[src/rtl/ex_muldiv_pkg.sv]
// ex_muldiv_pkg: shared definitions for the EX-stage multiply/divide unit.
//   HILO_WD      width of the HI/LO write bus {hiwen, lowen, hidata, lodata}
//   DIV_CYCLES   radix-2 divide iterations (32-bit operands)
//   MUL_CYCLES   shift-add multiply iterations (iterative build only)
//   EX_STALL_BIT index of the EX stage in the 6-bit stall vector
//   md_state_e   unit state encoding (MD_IDLE, MD_DIV, MD_MUL, MD_DONE)
//   abs32()      magnitude of a 32-bit operand, signed or unsigned view
package ex_muldiv_pkg;

  localparam int HILO_WD      = 66;
  localparam int DIV_CYCLES   = 32;
  localparam int MUL_CYCLES   = 32;
  localparam int EX_STALL_BIT = 3;
  localparam int CNT_W        = 6;

  typedef enum logic [1:0] {
    MD_IDLE = 2'd0,
    MD_DIV  = 2'd1,
    MD_MUL  = 2'd2,
    MD_DONE = 2'd3
  } md_state_e;

  // Magnitude for the signed view; the unsigned view passes the raw value.
  // The most negative value maps to itself, which is correct as an
  // unsigned magnitude.
  function automatic logic [31:0] abs32(input logic [31:0] v, input logic is_signed);
    return (is_signed && v[31]) ? (32'd0 - v) : v;
  endfunction

endpackage

[src/rtl/ex_muldiv_if.sv]
// ex_muldiv_if: ID/EX <-> multiply/divide unit signal bundle.
//   master : the pipeline side (drives stall, decode flags, operands;
//            receives stall request, busy, HI/LO write bus, state debug)
//   slave  : the ex_muldiv unit
// Handshake: an operation is issued by holding exactly one decode flag in a
// cycle where the unit is idle. While stallreq_for_ex=1 the pipeline holds
// EX; the HI/LO write is valid in any cycle where hiwen or lowen is set and
// is idempotent, so a write repeated while EX is held is harmless.
import ex_muldiv_pkg::*;

interface ex_muldiv_if;
  logic [5:0]         stall;
  logic               inst_div;
  logic               inst_divu;
  logic               inst_mult;
  logic               inst_multu;
  logic               inst_mthi;
  logic               inst_mtlo;
  logic [31:0]        src1;
  logic [31:0]        src2;
  logic               stallreq_for_ex;
  logic               busy;
  logic [HILO_WD-1:0] ex_hilo;
  md_state_e          state_dbg;

  modport master (
    output stall, inst_div, inst_divu, inst_mult, inst_multu, inst_mthi, inst_mtlo,
           src1, src2,
    input  stallreq_for_ex, busy, ex_hilo, state_dbg
  );

  modport slave (
    input  stall, inst_div, inst_divu, inst_mult, inst_multu, inst_mthi, inst_mtlo,
           src1, src2,
    output stallreq_for_ex, busy, ex_hilo, state_dbg
  );
endinterface

[src/rtl/ex_muldiv_div_iter.sv]
// ex_muldiv_div_iter: restoring radix-2 divider datapath (unsigned).
//   clk, rst  clock, synchronous active-high reset
//   load      capture dividend/divisor and clear the partial remainder
//   step      perform one shift/subtract iteration
//   dividend  unsigned dividend (magnitude)
//   divisor   unsigned divisor (magnitude, nonzero)
//   quo_next  quotient after the current step (combinational)
//   rem_next  remainder after the current step (combinational)
// The quotient register initially holds the dividend; each step shifts one
// dividend bit into the remainder and one quotient bit in at the bottom.
import ex_muldiv_pkg::*;

module ex_muldiv_div_iter (
  input  logic        clk,
  input  logic        rst,
  input  logic        load,
  input  logic        step,
  input  logic [31:0] dividend,
  input  logic [31:0] divisor,
  output logic [31:0] quo_next,
  output logic [31:0] rem_next
);

  logic [31:0] rem_q, rem_d;
  logic [31:0] quo_q, quo_d;
  logic [31:0] dsr_q, dsr_d;

  logic [32:0] rem_shift;
  logic [32:0] trial;
  logic        take;

  // rem_shift < 2*divisor, so whichever branch is kept fits in 32 bits.
  always_comb begin
    rem_shift = {rem_q, quo_q[31]};
    trial     = rem_shift - {1'b0, dsr_q};
    take      = ~trial[32];
    rem_next  = take ? trial[31:0] : rem_shift[31:0];
    quo_next  = {quo_q[30:0], take};
  end

  always_comb begin
    rem_d = rem_q;
    quo_d = quo_q;
    dsr_d = dsr_q;
    if (load) begin
      rem_d = '0;
      quo_d = dividend;
      dsr_d = divisor;
    end else if (step) begin
      rem_d = rem_next;
      quo_d = quo_next;
    end
  end

  always_ff @(posedge clk) begin
    if (rst) begin
      rem_q <= '0;
      quo_q <= '0;
      dsr_q <= '0;
    end else begin
      rem_q <= rem_d;
      quo_q <= quo_d;
      dsr_q <= dsr_d;
    end
  end

endmodule

[src/rtl/ex_muldiv.sv]
// ex_muldiv: EX-stage multiply / divide / mthi / mtlo unit.
//   clk  clock
//   rst  synchronous, active-high reset (outputs forced to 0 while high)
//   bus  ex_muldiv_if.slave:
//        stall[5:0]       pipeline stall vector, stall[3] holds EX
//        inst_div/divu/mult/multu/mthi/mtlo  one-hot decode flags
//        src1, src2       forwarded rs / rt values
//        stallreq_for_ex  stall request while an operation is in flight
//        busy             state is not MD_IDLE
//        ex_hilo          {hiwen, lowen, hidata, lodata}
//        state_dbg        current FSM state
// Build option: define MULDIV_FAST_MUL_EN for a single-cycle combinational
// 32x32 multiply; otherwise multiplies run 32 shift-add iterations.
// Divide by zero completes in one cycle with LO=all ones and HI=dividend.
import ex_muldiv_pkg::*;

module ex_muldiv (
  input  logic        clk,
  input  logic        rst,
  ex_muldiv_if.slave  bus
);

  localparam logic [CNT_W-1:0] DIV_LAST = CNT_W'(DIV_CYCLES - 1);
  localparam logic [CNT_W-1:0] MUL_LAST = CNT_W'(MUL_CYCLES - 1);

  md_state_e        state_q, state_d;
  logic [CNT_W-1:0] cnt_q, cnt_d;
  logic [31:0]      hi_q, hi_d, lo_q, lo_d;
  logic             q_neg_q, q_neg_d;   // negate quotient / product
  logic             r_neg_q, r_neg_d;   // negate remainder

  logic        is_div, is_mul, op_signed, div_zero;
  logic [31:0] a_abs, b_abs;
  logic        div_load, div_step;
  logic [31:0] div_quo_next, div_rem_next;
  logic        unused_stall;

  assign is_div    = bus.inst_div | bus.inst_divu;
  assign is_mul    = bus.inst_mult | bus.inst_multu;
  assign op_signed = bus.inst_div | bus.inst_mult;
  assign div_zero  = (bus.src2 == 32'd0);
  assign a_abs     = abs32(bus.src1, op_signed);
  assign b_abs     = abs32(bus.src2, op_signed);

  // Only the EX hold bit matters to this unit.
  assign unused_stall = ^{bus.stall[5:EX_STALL_BIT+1], bus.stall[EX_STALL_BIT-1:0]};

  assign div_load = (state_q == MD_IDLE) && is_div && !div_zero;
  assign div_step = (state_q == MD_DIV);

  ex_muldiv_div_iter u_div_iter (
    .clk      (clk),
    .rst      (rst),
    .load     (div_load),
    .step     (div_step),
    .dividend (a_abs),
    .divisor  (b_abs),
    .quo_next (div_quo_next),
    .rem_next (div_rem_next)
  );

`ifdef MULDIV_FAST_MUL_EN
  logic [63:0] ext_a, ext_b, fast_prod;
  // Sign-extend for mult; the low 64 bits of the 64x64 product are the
  // exact two's-complement 32x32 product.
  always_comb begin
    ext_a     = {{32{op_signed & bus.src1[31]}}, bus.src1};
    ext_b     = {{32{op_signed & bus.src2[31]}}, bus.src2};
    fast_prod = ext_a * ext_b;
  end
`else
  logic [31:0] mcand_q, mcand_d;
  logic [63:0] prod_q, prod_d, prod_step;
  logic [32:0] mul_sum;
  // prod_q low half starts as the multiplier; each step conditionally adds
  // the multiplicand to the high half and shifts the whole thing right.
  always_comb begin
    mul_sum   = {1'b0, prod_q[63:32]} + (prod_q[0] ? {1'b0, mcand_q} : 33'd0);
    prod_step = {mul_sum, prod_q[31:1]};
  end
`endif

  // State register
  always_ff @(posedge clk) begin
    if (rst) state_q <= MD_IDLE;
    else     state_q <= state_d;
  end

  // Next-state logic
  always_comb begin
    state_d = state_q;
    case (state_q)
      MD_IDLE: begin
        if (is_div) begin
          state_d = div_zero ? MD_DONE : MD_DIV;
        end
`ifndef MULDIV_FAST_MUL_EN
        else if (is_mul) begin
          state_d = MD_MUL;
        end
`endif
      end
      MD_DIV:  if (cnt_q == DIV_LAST) state_d = MD_DONE;
      MD_MUL:  if (cnt_q == MUL_LAST) state_d = MD_DONE;
      MD_DONE: if (!bus.stall[EX_STALL_BIT]) state_d = MD_IDLE;
      default: state_d = MD_IDLE;
    endcase
  end

  // Datapath next values; sign fix-up lands in hi/lo on entry to MD_DONE.
  always_comb begin
    cnt_d   = cnt_q;
    hi_d    = hi_q;
    lo_d    = lo_q;
    q_neg_d = q_neg_q;
    r_neg_d = r_neg_q;
`ifndef MULDIV_FAST_MUL_EN
    mcand_d = mcand_q;
    prod_d  = prod_q;
`endif
    case (state_q)
      MD_IDLE: begin
        cnt_d = '0;
        if (is_div) begin
          q_neg_d = op_signed & (bus.src1[31] ^ bus.src2[31]);
          r_neg_d = op_signed & bus.src1[31];
          if (div_zero) begin
            hi_d = bus.src1;
            lo_d = 32'hFFFF_FFFF;
          end
        end
`ifndef MULDIV_FAST_MUL_EN
        else if (is_mul) begin
          q_neg_d = op_signed & (bus.src1[31] ^ bus.src2[31]);
          mcand_d = a_abs;
          prod_d  = {32'd0, b_abs};
        end
`endif
      end
      MD_DIV: begin
        cnt_d = cnt_q + CNT_W'(1);
        if (cnt_q == DIV_LAST) begin
          lo_d = q_neg_q ? (32'd0 - div_quo_next) : div_quo_next;
          hi_d = r_neg_q ? (32'd0 - div_rem_next) : div_rem_next;
        end
      end
      MD_MUL: begin
`ifndef MULDIV_FAST_MUL_EN
        cnt_d  = cnt_q + CNT_W'(1);
        prod_d = prod_step;
        if (cnt_q == MUL_LAST) begin
          {hi_d, lo_d} = q_neg_q ? (64'd0 - prod_step) : prod_step;
        end
`endif
      end
      default: ;
    endcase
  end

  always_ff @(posedge clk) begin
    if (rst) begin
      cnt_q   <= '0;
      hi_q    <= '0;
      lo_q    <= '0;
      q_neg_q <= 1'b0;
      r_neg_q <= 1'b0;
`ifndef MULDIV_FAST_MUL_EN
      mcand_q <= '0;
      prod_q  <= '0;
`endif
    end else begin
      cnt_q   <= cnt_d;
      hi_q    <= hi_d;
      lo_q    <= lo_d;
      q_neg_q <= q_neg_d;
      r_neg_q <= r_neg_d;
`ifndef MULDIV_FAST_MUL_EN
      mcand_q <= mcand_d;
      prod_q  <= prod_d;
`endif
    end
  end

  // Output logic
  always_comb begin
    bus.stallreq_for_ex = 1'b0;
    bus.ex_hilo         = '0;
    if (!rst) begin
      case (state_q)
        MD_IDLE: begin
          if (is_div) begin
            bus.stallreq_for_ex = 1'b1;
          end else if (is_mul) begin
`ifdef MULDIV_FAST_MUL_EN
            bus.ex_hilo = {2'b11, fast_prod};
`else
            bus.stallreq_for_ex = 1'b1;
`endif
          end else if (bus.inst_mthi) begin
            bus.ex_hilo = {2'b10, bus.src1, 32'd0};
          end else if (bus.inst_mtlo) begin
            bus.ex_hilo = {2'b01, 32'd0, bus.src1};
          end
        end
        MD_DIV, MD_MUL: bus.stallreq_for_ex = 1'b1;
        MD_DONE:        bus.ex_hilo = {2'b11, hi_q, lo_q};
        default: ;
      endcase
    end
  end

  assign bus.busy      = !rst && (state_q != MD_IDLE);
  assign bus.state_dbg = state_q;

  // ID decode guarantees at most one flag per instruction.
  a_flags_onehot: assert property (@(posedge clk) disable iff (rst)
    $onehot0({bus.inst_div, bus.inst_divu, bus.inst_mult, bus.inst_multu,
              bus.inst_mthi, bus.inst_mtlo}));

endmodule

[src/flat_wrapper.sv]
// flat-port wrapper written by rule: the top's interface ports become plain ports
module ex_muldiv_flat 
  (clk, rst, bus_stall, bus_inst_div, bus_inst_divu, bus_inst_mult, bus_inst_multu, bus_inst_mthi, bus_inst_mtlo, bus_src1, bus_src2, bus_stallreq_for_ex, bus_busy, bus_ex_hilo, bus_state_dbg);
  ex_muldiv_if bus_i ();
  input  logic clk;
  input  logic rst;
  input wire logic [$bits(bus_i.stall)-1:0] bus_stall;
  input wire logic [$bits(bus_i.inst_div)-1:0] bus_inst_div;
  input wire logic [$bits(bus_i.inst_divu)-1:0] bus_inst_divu;
  input wire logic [$bits(bus_i.inst_mult)-1:0] bus_inst_mult;
  input wire logic [$bits(bus_i.inst_multu)-1:0] bus_inst_multu;
  input wire logic [$bits(bus_i.inst_mthi)-1:0] bus_inst_mthi;
  input wire logic [$bits(bus_i.inst_mtlo)-1:0] bus_inst_mtlo;
  input wire logic [$bits(bus_i.src1)-1:0] bus_src1;
  input wire logic [$bits(bus_i.src2)-1:0] bus_src2;
  output wire logic [$bits(bus_i.stallreq_for_ex)-1:0] bus_stallreq_for_ex;
  output wire logic [$bits(bus_i.busy)-1:0] bus_busy;
  output wire logic [$bits(bus_i.ex_hilo)-1:0] bus_ex_hilo;
  output wire logic [$bits(bus_i.state_dbg)-1:0] bus_state_dbg;
  assign bus_i.stall = bus_stall;
  assign bus_i.inst_div = bus_inst_div;
  assign bus_i.inst_divu = bus_inst_divu;
  assign bus_i.inst_mult = bus_inst_mult;
  assign bus_i.inst_multu = bus_inst_multu;
  assign bus_i.inst_mthi = bus_inst_mthi;
  assign bus_i.inst_mtlo = bus_inst_mtlo;
  assign bus_i.src1 = bus_src1;
  assign bus_i.src2 = bus_src2;
  assign bus_stallreq_for_ex = bus_i.stallreq_for_ex;
  assign bus_busy = bus_i.busy;
  assign bus_ex_hilo = bus_i.ex_hilo;
  assign bus_state_dbg = bus_i.state_dbg;
  ex_muldiv u_core (.clk(clk), .rst(rst), .bus(bus_i));
endmodule
[config.mk]
export PLATFORM = sky130hd
export DESIGN_NAME = ex_muldiv_flat
export DESIGN_NICKNAME = d
export VERILOG_FILES = /design/src/rtl/ex_muldiv_pkg.sv /design/src/rtl/ex_muldiv_if.sv /design/src/rtl/ex_muldiv_div_iter.sv /design/src/rtl/ex_muldiv.sv /design/src/flat_wrapper.sv
export SDC_FILE = /design/constraint.sdc
export NUM_CORES = 1
export LEC_CHECK = 0
export ABC_CLOCK_PERIOD_IN_PS = 7300
export BUFFER_PORTS_ARGS = -buffer_cell sky130_fd_sc_hd__buf_4
export CAP_MARGIN = 30
export CORE_MARGIN = 1.5
export CORE_UTILIZATION = 60
export CTS_CLUSTER_DIAMETER = 80
export CTS_CLUSTER_SIZE = 28
export DETAILED_ROUTE_END_ITERATION = 8
export PLACE_DENSITY = 0.84
export SLEW_MARGIN = 10
export SYNTH_ARGS = -nofsm -noshare
export SYNTH_HDL_FRONTEND = slang
export SYNTH_SLANG_ARGS = --single-unit
export TNS_END_PERCENT = 50
[constraint.sdc]
create_clock -name clk -period 7.3 [get_ports clk]
set_clock_uncertainty 0.05 [all_clocks]
set_input_delay 0.73 -clock clk [delete_from_list [all_inputs] [get_ports clk]]
set_output_delay 0.73 -clock clk [all_outputs]
set_load 0.005 [all_outputs]
==> results.md <==
- Share of flip-flops with an asynchronous set or reset: 0%
- Crit Path Class: reg2reg
- Worst-path maximum fanout: 7
- Most used DFF post-synth: dfxtp_1
- First-pass GRT wire length: 120 mm
- Setup Buffers After CTS: 0
- Highest Clock Rate: approximately 0.17 GHz
- Number of DRC markers in iteration 0: approximately 3200
- Number of synthesized flops with an enable pin: 0
- HP Class: reg2reg
- Met2 GRT Util: between 60% and 70%
- Largest family of logic cells by synthesized area: compound AO/OA/AOI/OAI gates
- Post-synthesis mux area share: ~2.6%
- Most used routing layer: met2
- Via/cell ratio: approximately 6.9
- Htree depth: 1
- TritonCTS clock tree: done
- WL/cell: ~24 µm
- Min Tclk post-route: approximately 6 ns
- Routability Congestion: between 1 and 1.5
- Clk pwr share: roughly an eighth
- Max capacitance violation total: 0
- Core area: roughly 34000 µm²
- Count of nets after finishing: between 2000 and 3000
- Crit path required time: approximately 7.7 ns
- Worst VDD drop: around 0.00024 V
- Filler cell count: approximately 3100
- CP endpoint kind: flop
- Fin. max-slew vios: 0
- I/O pin count: between 100 and 150
- TritonCTS buffer count: 17
- Initial antenna violation count: 0
- Multi-input gate area: 14500 µm²
- Flop pwr share: between 20% and 30%
- Comb pwr share: a little over three fifths
- Vias in the first global route: about 21000
- Reg2Reg Depth: 19
- Sequential cell area: roughly 5300 µm²
- Crit path DAT: between 6 and 7 ns
- Status: completed
- # setup viols final: 0
- Tot Pwr: between 8 and 9 mW
- Proportion of layout cells with a drive suffix above 1: approximately 10%
- Syn Area/Cell: 7.43 µm²
- Sw power: 4.80 mW
- Area growth syn-to-layout: 8.81%
- WHS: 0.406 ns
- Final setup TNS: 0 ns
- Die X: ~190 µm
- Cts hold-fix bufs: 0
- Post-detailed-routing wire length: 79.1 mm
- Slew @ Worst Pin: 1.02 ns
- Post-Synthesis Cell Area: roughly 21000 µm²
- GR Layer Usage met1: 53.1%
- GR Util met3: around 8.6%
- Clk sinks: between 200 and 300
- Post-Synth XOR/XNOR Area: approximately 8.4%
- Ys Warns: 0
- Yosys reg bits: roughly 270
- Reg clk slew, reported paths: ~0.11 ns
- DRC: 0
- CTS Root Buffer Type: clkbuf_16
- RSZ-0062 raised after global routing: no
- Distinct cells, synth: 82
- Overall Global Routing Usage: 42.8%
- Hpwl dp: 59.1 mm
- Fin area: between 20000 and 25000 µm²
- Die height: approximately 190 µm
- Final period utilization: about four fifths
- Worst setup SP type: flop
- Final Hold Viols: 0
- DP Area: between 20000 and 25000 µm²
- Synth Area in Simple Gates: 24.0%
- CTS Buffer Depth: 3
- Post-CTS sizing: 0
- Die area: about 36000 µm²
- Commonest non-fill, non-tap cell in the layout: nor2_1
- Register area share after synthesis: around 26%
- Internal: 4.18 mW
- DR vias: between 20000 and 25000
- Port buffer count: roughly 140
- Compound-gate portion of the synthesized area: 29.4%
- Initial Utilization: about three fifths
- Cells after Synth: about 2800
- Pwr Density: ~400 nW/µm²
- Hold path cells: 2
- Clock Latency Late Sink: 0.55 ns
- Rel. slew slack: 31.8%
- Pin count of the biggest net entering global routing: slightly below 100
- Adder-Cell Fraction of Synth Area: 4.76%
- Most frequent cells in the layout: nor2_1, dfxtp_1, nand2_1
- 1st-pass router iterations: 8
- Leak: 8.49 nW
- Syn Nets: between 2000 and 3000
- FP Rows: 68
- Fin util: 66.0%
- Sw Ratio: around 53%
- Routed Antenna Nets: 0
- Overflow after GRT: 0
- ANT cells: 0
final cells by class:
type                       instances  share of cell area, %
inverter                          77                   1.27
tap                              455                   2.51
sequential                       266                   23.5
clock buffer                      18                   1.94
timing repair buffer             181                   6.23
clock inverter                    12                  0.679
multi-input combinational       2252                   63.9
layer usage:
| metal | wire, µm | share of wire [%] | up-vias |
|---|---|---|---|
| met5 | 0 | 0 | - |
| met4 | 7350 | 9.3 | 0 |
| met3 | 8090 | 10 | 306 |
| met2 | 33500 | 42 | 1380 |
| met1 | 30200 | 38 | 10592 |
| li1 | - | - | 10307 |
logic make-up after synthesis:
kind of cell | Yosys count
flops | 266
xor+xnor | 201
simple gates | 1037
buf+inv | 287
mux | 52
compound gates | 884
fa+ha+maj | 78
through the flow:
stage | instances | worst slack [ns]
floorplan | 2805 | 2.01
global placement | 3223 | 1.78
detailed placement | 3226 | 1.66
CTS | 3256 | 1.61
global route | 3261 | 1.05
finish | 3261 | 1.41
worst max-delay path: stages, from the launching register on:
cell and delay (ns):
dfxtp_1 0.43, inv_1 0.07, ha_1 0.23, fa_1 0.45, nor2b_1 0.27, o31a_1 0.25
o21ai_1 0.18, a211oi_1 0.55, nor4_2 0.18, nor2_4 0.19, clkinv_1 0.30, a21oi_1 0.31
ha_1 0.33, nand2_1 0.11, or4_1 0.50, o31a_1 0.24, o21ai_0 0.20, xor2_1 0.36
a221oi_1 0.18, o41ai_1 0.40
cells in the mapped netlist (all sizes together) (21+ instances only):
cell type	instances	area share (%)
buf	27	0.61
a31oi	33	0.99
ha	76	4.6
a21o	26	0.94
dfxtp	266	26
nor2b	45	1.4
clkbuf	183	3.3
a21oi	163	3.9
nand2b	26	0.78
mux2i	39	1.9
nand2	181	3.3
inv	75	1.4
a22oi	96	3.5
and3	21	0.63
xnor2	140	5.9
o31ai	45	1.7
nand3	63	1.5
a221oi	33	1.5
o41ai	24	1.1
nor4	38	1.3
nor3	100	2.4
o21ai	141	3.4
and2	46	1.4
a2111oi	23	0.97
or4	37	1.5
a211oi	168	6.1
xor2	61	2.6
nor2	407	7.3
state kept, by name, summed over array words and instances (netlist names):
register / flops
u_core.q_neg_q: 1
u_core.u_div_iter.quo_q: 32
u_core.cnt_q: 6
u_core.mcand_q: 32
u_core.prod_q: 64
u_core.lo_q: 32
u_core.u_div_iter.dsr_q: 32
u_core.u_div_iter.rem_q: 32
u_core.hi_q: 32
u_core.r_neg_q: 1
u_core.bus.state_dbg: 2
worst paths after layout:
check,end,startpoint,slack [ns]
max,u_core.hi_q[14],u_core.u_div_iter.quo_q[31],1.41
min,u_core.mcand_q[31],u_core.mcand_q[31],0.41
max reg2reg,u_core.hi_q[14],u_core.u_div_iter.quo_q[31],1.41
min reg2reg,u_core.mcand_q[31],u_core.mcand_q[31],0.41
power groups by stage:
stage | Sequential (mW) | Clock, mW | Combinational, mW
floorplan | 2.08 | 0 | 3.88
global placement | 2.19 | 0 | 5.28
detailed placement | 2.20 | 0 | 5.38
CTS | 2.17 | 1.10 | 5.42
global route | 2.23 | 1.16 | 6.05
finish | 2.20 | 1.11 | 5.67
Note: power is estimated with default switching activity, not from simulation.
